## src/rtl/alu_exec_seq.sv

```systemverilog
// Four-state sequencer that feeds an external combinational ALU and writes back to a 4x8 regfile.
// Optional build macro ALU_EXEC_SEQ_FLAGS_EN adds zero/negative flag registers.
module alu_exec_seq (
  input  logic        clk,
  input  logic        rst_n,
  input  logic        instr_valid,
  input  logic [15:0] instr,
  output logic        instr_ready,
  output logic [7:0]  alu_a,
  output logic [7:0]  alu_b,
  output logic [2:0]  alu_op,
  input  logic [7:0]  alu_result,
  output logic        done,
  output logic        err,
  output logic        flag_z,
  output logic        flag_n,
  input  logic [1:0]  dbg_sel,
  output logic [7:0]  dbg_data
);

  typedef enum logic [1:0] {StIdle, StRead, StExec, StWb} state_e;

  localparam logic [2:0] OpXor = 3'b100;
  localparam logic [2:0] OpLdi = 3'b101;
  localparam logic [2:0] OpIll = 3'b111;

  state_e      state_q;
  logic [2:0]  op_q;
  logic [1:0]  rd_q;
  logic [1:0]  ra_q;
  logic [1:0]  rb_q;
  logic [7:0]  imm_q;
  logic [7:0]  regs_q [4];
  logic [7:0]  alu_a_q;
  logic [7:0]  alu_b_q;
  logic [2:0]  alu_op_q;
  logic [7:0]  wb_q;
  logic        done_q;
  logic        err_q;

  logic is_alu_op;
  logic is_write_op;

  // Bit 8 of the instruction word carries no field.
  logic unused_instr;
  assign unused_instr = instr[8];

  assign is_alu_op   = (op_q <= OpXor);
  assign is_write_op = (op_q <= OpLdi);

  always_ff @(posedge clk or negedge rst_n) begin
    if (!rst_n) begin
      state_q  <= StIdle;
      op_q     <= '0;
      rd_q     <= '0;
      ra_q     <= '0;
      rb_q     <= '0;
      imm_q    <= '0;
      alu_a_q  <= '0;
      alu_b_q  <= '0;
      alu_op_q <= '0;
      wb_q     <= '0;
      done_q   <= 1'b0;
      err_q    <= 1'b0;
      for (int i = 0; i < 4; i++) begin
        regs_q[i] <= '0;
      end
    end else begin
      done_q <= 1'b0;
      unique case (state_q)
        StIdle: begin
          if (instr_valid) begin
            op_q    <= instr[15:13];
            rd_q    <= instr[12:11];
            ra_q    <= instr[10:9];
            rb_q    <= instr[1:0];
            imm_q   <= instr[7:0];
            state_q <= StRead;
          end
        end
        StRead: begin
          // Operands are sampled here, so rd == ra/rb always sees the old value.
          if (is_alu_op) begin
            alu_a_q  <= regs_q[ra_q];
            alu_b_q  <= regs_q[rb_q];
            alu_op_q <= op_q;
          end
          state_q <= StExec;
        end
        StExec: begin
          if (op_q == OpLdi) begin
            wb_q <= imm_q;
          end else if (is_alu_op) begin
            wb_q <= alu_result;
          end
          state_q <= StWb;
        end
        StWb: begin
          if (is_write_op) begin
            regs_q[rd_q] <= wb_q;
          end
          if (op_q == OpIll) begin
            err_q <= 1'b1;
          end
          // done rises with the register write so both are seen together.
          done_q  <= 1'b1;
          state_q <= StIdle;
        end
        default: state_q <= StIdle;
      endcase
    end
  end

`ifdef ALU_EXEC_SEQ_FLAGS_EN
  logic flag_z_q;
  logic flag_n_q;

  always_ff @(posedge clk or negedge rst_n) begin
    if (!rst_n) begin
      flag_z_q <= 1'b0;
      flag_n_q <= 1'b0;
    end else if ((state_q == StWb) && is_write_op) begin
      flag_z_q <= (wb_q == 8'h00);
      flag_n_q <= wb_q[7];
    end
  end

  assign flag_z = flag_z_q;
  assign flag_n = flag_n_q;
`else
  assign flag_z = 1'b0;
  assign flag_n = 1'b0;
`endif

  assign instr_ready = (state_q == StIdle);
  assign alu_a       = alu_a_q;
  assign alu_b       = alu_b_q;
  assign alu_op      = alu_op_q;
  assign done        = done_q;
  assign err         = err_q;
  assign dbg_data    = regs_q[dbg_sel];

endmodule

```

## config.mk

```make
export PLATFORM = sky130hd
export DESIGN_NAME = alu_exec_seq
export DESIGN_NICKNAME = d
export VERILOG_FILES = /design/src/rtl/alu_exec_seq.sv
export SDC_FILE = /design/constraint.sdc
export NUM_CORES = 1
export LEC_CHECK = 0
export CAP_MARGIN = 20
export CORE_MARGIN = 5
export CORE_UTILIZATION = 55
export CTS_CLUSTER_DIAMETER = 150
export CTS_CLUSTER_SIZE = 25
export DETAILED_ROUTE_END_ITERATION = 6
export PLACE_DENSITY_LB_ADDON = 0.3
export SLEW_MARGIN = 15
export SYNTH_ARGS = -nofsm -noshare
export SYNTH_HDL_FRONTEND = slang
export SYNTH_SLANG_ARGS = --single-unit
```

## constraint.sdc

```tcl
create_clock -name clk -period 2.63 [get_ports clk]
set_input_delay 0.3945 -clock clk [delete_from_list [all_inputs] [get_ports clk]]
set_output_delay 0.3945 -clock clk [all_outputs]
set_load 0.005 [all_outputs]
```

==> results of run 1 <==
-- state kept, by name, summed over array words and instances, names as in the netlist, 2 cells and up --
name,count
rd_q,2
imm_q,7
regs_q,32
alu_b,8
wb_q,8
state_q,2
op_q,3
alu_a,8
alu_op,3
ra_q,2
-- synthesized netlist by cell type, types with 2 or more instances --
cell,instances,area [um2]
dfrtp_1,78,1952
mux4_2,24,540.5
inv_1,3,11.26
nand2_1,3,11.26
buf_2,9,45.04
mux2_2,65,732.0
clkbuf_1,2,7.510
nor2b_1,2,12.51
buf_4,2,15.01
a21oi_1,10,50.05
ha_1,5,62.56
nor2_1,11,41.29
nand3b_1,3,22.52
mux2i_1,8,80.08
-- per-stage QoR --
stage          worst slack [ps]  hold WS, ps
2_1_floorplan              1051        98.91
3_3_place_gp              186.0        460.9
3_5_place_dp              187.5        467.5
4_1_cts                   183.6        239.1
5_1_grt                   119.3        287.1
6_report                  199.4        212.0
-- power groups by stage --
stage	registers, uW	clock network, uW	logic (uW)
2_1_floorplan	2190	0	1760
3_3_place_gp	2450	0	2330
3_5_place_dp	2500	0	2400
4_1_cts	2470	748	2410
5_1_grt	2570	801	2570
6_report	2470	722	2370
-- critical path: cells and delay by family --
family	cells	cell delay, ps
buf+inv	3	1130
mux	1	510
-- kinds of logic (layout without fill, tap and decap cells) --
logic type / after synthesis / in the layout / synth area share (%)
compound gates: 15 / 15 / 2.462
fa+ha+maj: 5 / 5 / 1.709
buf+inv: 17 / 79 / 2.256
flops: 78 / 78 / 53.33
mux: 97 / 97 / 36.96
other cells: 1 / 2 / 0.1025
simple gates: 22 / 22 / 3.179
-- final cells by class --
class                      count  area, um2  area share (%)
sequential                    78       1952           44.01
clock buffer                  13      138.9           3.131
multi-input combinational    141       1629           36.73
inverter                       3      11.26          0.2539
timing repair buffer          61      598.1           13.48
tap                           77      96.34           2.172
clock inverter                 2      10.01          0.2257
-- path summary, 6_finish.rpt --
check	to	slack (ps)	cells past startpoint
min in group clk	err$_DFFE_PN0P_	480	1
setup / recovery	dbg_data[6]	200	4
hold / removal	alu_b[1]$_DFFE_PN0P_	210	1
max in group asynchronous	state_q[1]$_DFFE_PN0P_	1800	1
setup reg to reg	regs_q[30]$_DFFE_PN0P_	770	4
hold reg to reg	err$_DFFE_PN0P_	480	1
-- metal layers --
| layer | GRT usage, % | vias up | share of wire, % | wire length (um) |
|---|---|---|---|---|
| li1 | - | 997 | - | - |
| met1 | 21.93 | 1113 | 42 | 2898 |
| met2 | 29.82 | 71 | 51 | 3532 |
| met3 | 3.636 | 12 | 4.9 | 338 |
| met4 | 9.045 | 0 | 1.8 | 127 |
| met5 | 0 | - | 0 | 0 |
==> flow_summary_export.csv, run 1 <==
group,metric,value,unit
grt,first_global_vias,2288,
timing,fmax,411.4,MHz
grt,grt_max_degree,79,
critical_path,arrival,2040,ps
timing,setup_viol,0,
critical_path,cp.required,2240,ps
clock_network,root_buffer,"clkbuf_8",
place,hpwl,4864,um
timing,hold_viol,0,
pwr,pwr-share-clk,13.0,%
place,portBuffers,57,
clock_network,cts_resized,0,
critical_path,cp_slowest_cell,"mux4_2",
logic_synthesis,yosysUniqueCellTypes,24,
critical_path,critPathKind,"in2out",
die,die_width,91.57,um
layout,final_common_cell,"dfrtp_1",
route,ant_nets,0,
logic_synthesis,yosysWarnings,0,
logic_synthesis,synth_edf_count,0,
route,first_pass_iters,4,
clock_network,ctsHtreeMaxLevel,3,
grt,grt_usage,17.82,%
die,start_util,56.98,%
layout,final_area,4436,um2
timing,maxSlewHeadroom,36.02,%
route,num_vias,2193,
place,dp_cells,360,
pwr,p_int,3806,uW
critical_path,worst-path-max-fanout,5,
clock_network,cts_buffers,9,
logic_synthesis,syn-mean-instance-area,15.57,um2
die,die_h,91.57,um
timing,finalCritPeriodShare,92.42,%
pwr,p_leak,0.001834,uW
logic_synthesis,seq_area_frac_synth,53.33,%
layout,drive_above_1_share,35.91,%
critical_path,cp_common_cell,"clkdlybuf4s50_1",
route,drtIter0Drc,106,
logic_synthesis,syn_area,3660,um2
critical_path,cp-startpoint,"dbg_sel[0]",
pwr,swShare,31.60,%
clock_network,tritoncts,"done",
logic_synthesis,synth_cells,235,
logic_synthesis,ys_seq_elements,78,
clock_network,clk_path_buf_depth,2,
clock_network,clk_pin_slew,70,ps
timing,final.setup.tns,0,ps
place,placed_area,4287,um2
layout,diodes,0,
pwr,switchingPower,1758,uW
clock_network,cts_sinks,78,
clock_network,post_cts_buffers,0,
pwr,total_power,5564,uW
clock_network,postCtsHoldBufs,0,
grt,antenna_found_initial,0,
layout,nNetsFinal,328,
die,dieArea,8385,um2
clock_network,clk_latency,330,ps
pwr,comb_power_share,42.6,%
route,wl,6897,um
die,fp-row-count,29,
route,remaining_drc_errors,0,
logic_synthesis,ys.flop_type,"dfrtp_1",
timing,tightest_slew,959.7,ps
layout,fill_cells,480,
layout,final_cells,375,
route,viasPerCell,5.848,
critical_path,crit_chain,"clkdlybuf4s50_1 -> buf_4 -> mux4_2 -> clkdlybuf4s50_1",
place,place.gp.congestion,0.7968,
route,post_drt_wl_per_cell,18.39,um
timing,post-route-min-period,2431,ps
outcome,status,"completed",
pwr,power.share.sequential,44.5,%
critical_path,endpoint_kind,"output port",
layout,layout_common_cells,"dfrtp_1, mux2_2, clkdlybuf4s50_1",
timing,finalMaxSlewViolations,0,
timing,rsz0062_at_grt,"no",
grt,grt_pass1_wl,11530,um
worst_hold_path,holdCritPathClass,"in2async",
layout,area_delta_synth_final,21.20,%
logic_synthesis,synth-async-reset-ratio,100.0,%
critical_path,crit_path_max_incr_delay,510,ps
die,io_pins,61,
die,core,6422,um2
critical_path,critPathLaunchType,"input pin",
pwr,ir_drop,0.0006315,V
flow_run,drv_cap,0,
timing,fin_worst_skew,6.739,ps
layout,post-route-util,69.06,%
critical_path,rr_startpoint,"state_q[1]$_DFFE_PN0P_",
pwr,pwr_density_cell,1254,nW/um2
grt,grt_overflow,0,
No activity file was read; power rests on OpenSTA's default activity.
==> inputs of run 2 (changes only) <==
==> constraint.sdc (replaced) <==
create_clock -name clk -period 2.63 [get_ports clk]
set_input_delay 0.526 -clock clk [delete_from_list [all_inputs] [get_ports clk]]
set_output_delay 0.526 -clock clk [all_outputs]
set_load 0.005 [all_outputs]
==> flow_summary_export.csv, run 2 (synthesis gave the netlist of run 1 again) <==
group,metric,value,unit
place,dp_cells,362,
grt,first_global_vias,2285,
timing,hold_viol,0,
die,die_width,91.57,um
place,hpwl,4726,um
timing,fmax,390.7,MHz
critical_path,critPathLaunchType,"input pin",
critical_path,endpoint_kind,"output port",
layout,seq_area,1952,um2
critical_path,arrival,2030,ps
route,post_drt_wl_per_cell,18.73,um
route,viasPerCell,5.886,
die,io_pins,61,
layout,multiInputGateArea,1629,um2
timing,finalCritPeriodShare,97.31,%
critical_path,worst-path-max-fanout,7,
grt,antenna_found_initial,0,
grt,grt_pass1_wl,11840,um
outcome,status,"completed",
timing,tightest_slew,635.3,ps
route,first_pass_iters,4,
layout,area_delta_synth_final,26.87,%
clock_network,cts_buffers,9,
place,portBuffers,57,
route,drtIter0Drc,125,
pwr,pwr_density_cell,1279,nW/um2
critical_path,cp_slowest_cell,"clkdlybuf4s50_1",
critical_path,crit_path_max_incr_delay,500,ps
place,place.gp.congestion,0.7546,
route,remaining_drc_errors,0,
critical_path,cp.required,2100,ps
timing,post-route-min-period,2559,ps
route,wl,7210,um
grt,grt_overflow,0,
layout,nNetsFinal,337,
layout,diodes,0,
clock_network,clk_path_buf_depth,2,
clock_network,ctsHtreeMaxLevel,3,
layout,largest_reg_flops,32,
timing,rsz0062_at_grt,"no",
pwr,p_leak,0.001951,uW
layout,final_cells,385,
clock_network,clk_pin_slew,70,ps
die,die_h,91.57,um
grt,grt_max_degree,79,
clock_network,tritoncts,"done",
timing,setup_viol,0,
layout,post-route-util,72.30,%
clock_network,root_buffer,"clkbuf_8",
worst_hold_path,holdCritPathClass,"in2async",
layout,final_common_cell,"dfrtp_1",
layout,drive_above_1_share,38.64,%
flow_run,drv_cap,0,
timing,final.setup.tns,0,ps
clock_network,clk_latency,350,ps
timing,fin_worst_skew,8.529,ps
route,ant_nets,0,
layout,layout_common_cells,"dfrtp_1, mux2_2, clkdlybuf4s50_1",
timing,fin_ws,70.67,ps
die,start_util,56.98,%
die,fp-row-count,29,
die,core,6422,um2
place,dp_slack,-66.83,ps
route,num_vias,2266,
timing,finalMaxSlewViolations,0,
critical_path,critPathKind,"in2out",
die,dieArea,8385,um2
clock_network,cts_sinks,78,
timing,maxSlewHeadroom,57.65,%
layout,fill_cells,448,
critical_path,crit_chain,"clkdlybuf4s50_1 -> buf_12 -> buf_4 -> mux4_2 -> dlygate4sd2_1",
layout,regMostFlops,"regs_q",
grt,grt_usage,18.35,%
pwr,ir_drop,0.0006158,V
run 2: stage by stage:
stage	hold WS [ps]	power, uW	area (um2)
floorplan	230.4	3956	3664
global placement	459.8	4798	4339
detailed placement	462.7	4907	4339
CTS	203.8	5978	4586
global route	215.4	6330	4643
finish	178.7	5940	4643
run 2: final timing paths:
kind / from / end / slack (ps) / cells after the start
setup / recovery: dbg_sel[0] / dbg_data[0] / 70 / 5
hold / removal: rst_n / alu_b[7]$_DFFE_PN0P_ / 180 / 2
setup reg to reg: state_q[0]$_DFFE_PN0P_ / regs_q[24]$_DFFE_PN0P_ / 750 / 4
hold reg to reg: err$_DFFE_PN0P_ / err$_DFFE_PN0P_ / 480 / 1
max in group asynchronous: rst_n / alu_a[2]$_DFFE_PN0P_ / 2120 / 2
min in group clk: err$_DFFE_PN0P_ / err$_DFFE_PN0P_ / 480 / 1
run 2: area by class of cell:
type / instances / share of cell area (%)
sequential: 78 / 42.04
multi-input combinational: 141 / 35.08
timing repair buffer: 70 / 15.20
clock buffer: 13 / 3.422
tap: 77 / 2.075
clock inverter: 3 / 1.940
inverter: 3 / 0.2425
run 2: power breakdown:
part           internal, uW  switching (uW)  total [uW]
Combinational          1620             726        2350
Sequential             1820             669        2490
Clock                   684             415        1100
run 2: layer usage:
metal / up-vias / track usage [%] / share of wire [%] / wire, um
li1: 1011 / - / - / -
met1: 1172 / 24.44 / 42 / 3060
met2: 67 / 28.73 / 49 / 3568
met3: 16 / 5.041 / 6.0 / 431
met4: 0 / 7.286 / 2.1 / 150
met5: - / 0 / 0 / 0
run 2: worst max-delay path, delay by kind of cell:
kind	cells	cell delay (ps)
buf+inv	4	1020
mux	1	480
run 2: repair_timing:
action,4_1_cts,5_1_grt
cloned,0,0
setup endpoints to repair,8,1
buffers inserted,1,6
hold buffers,0,0
resized for setup,8,0
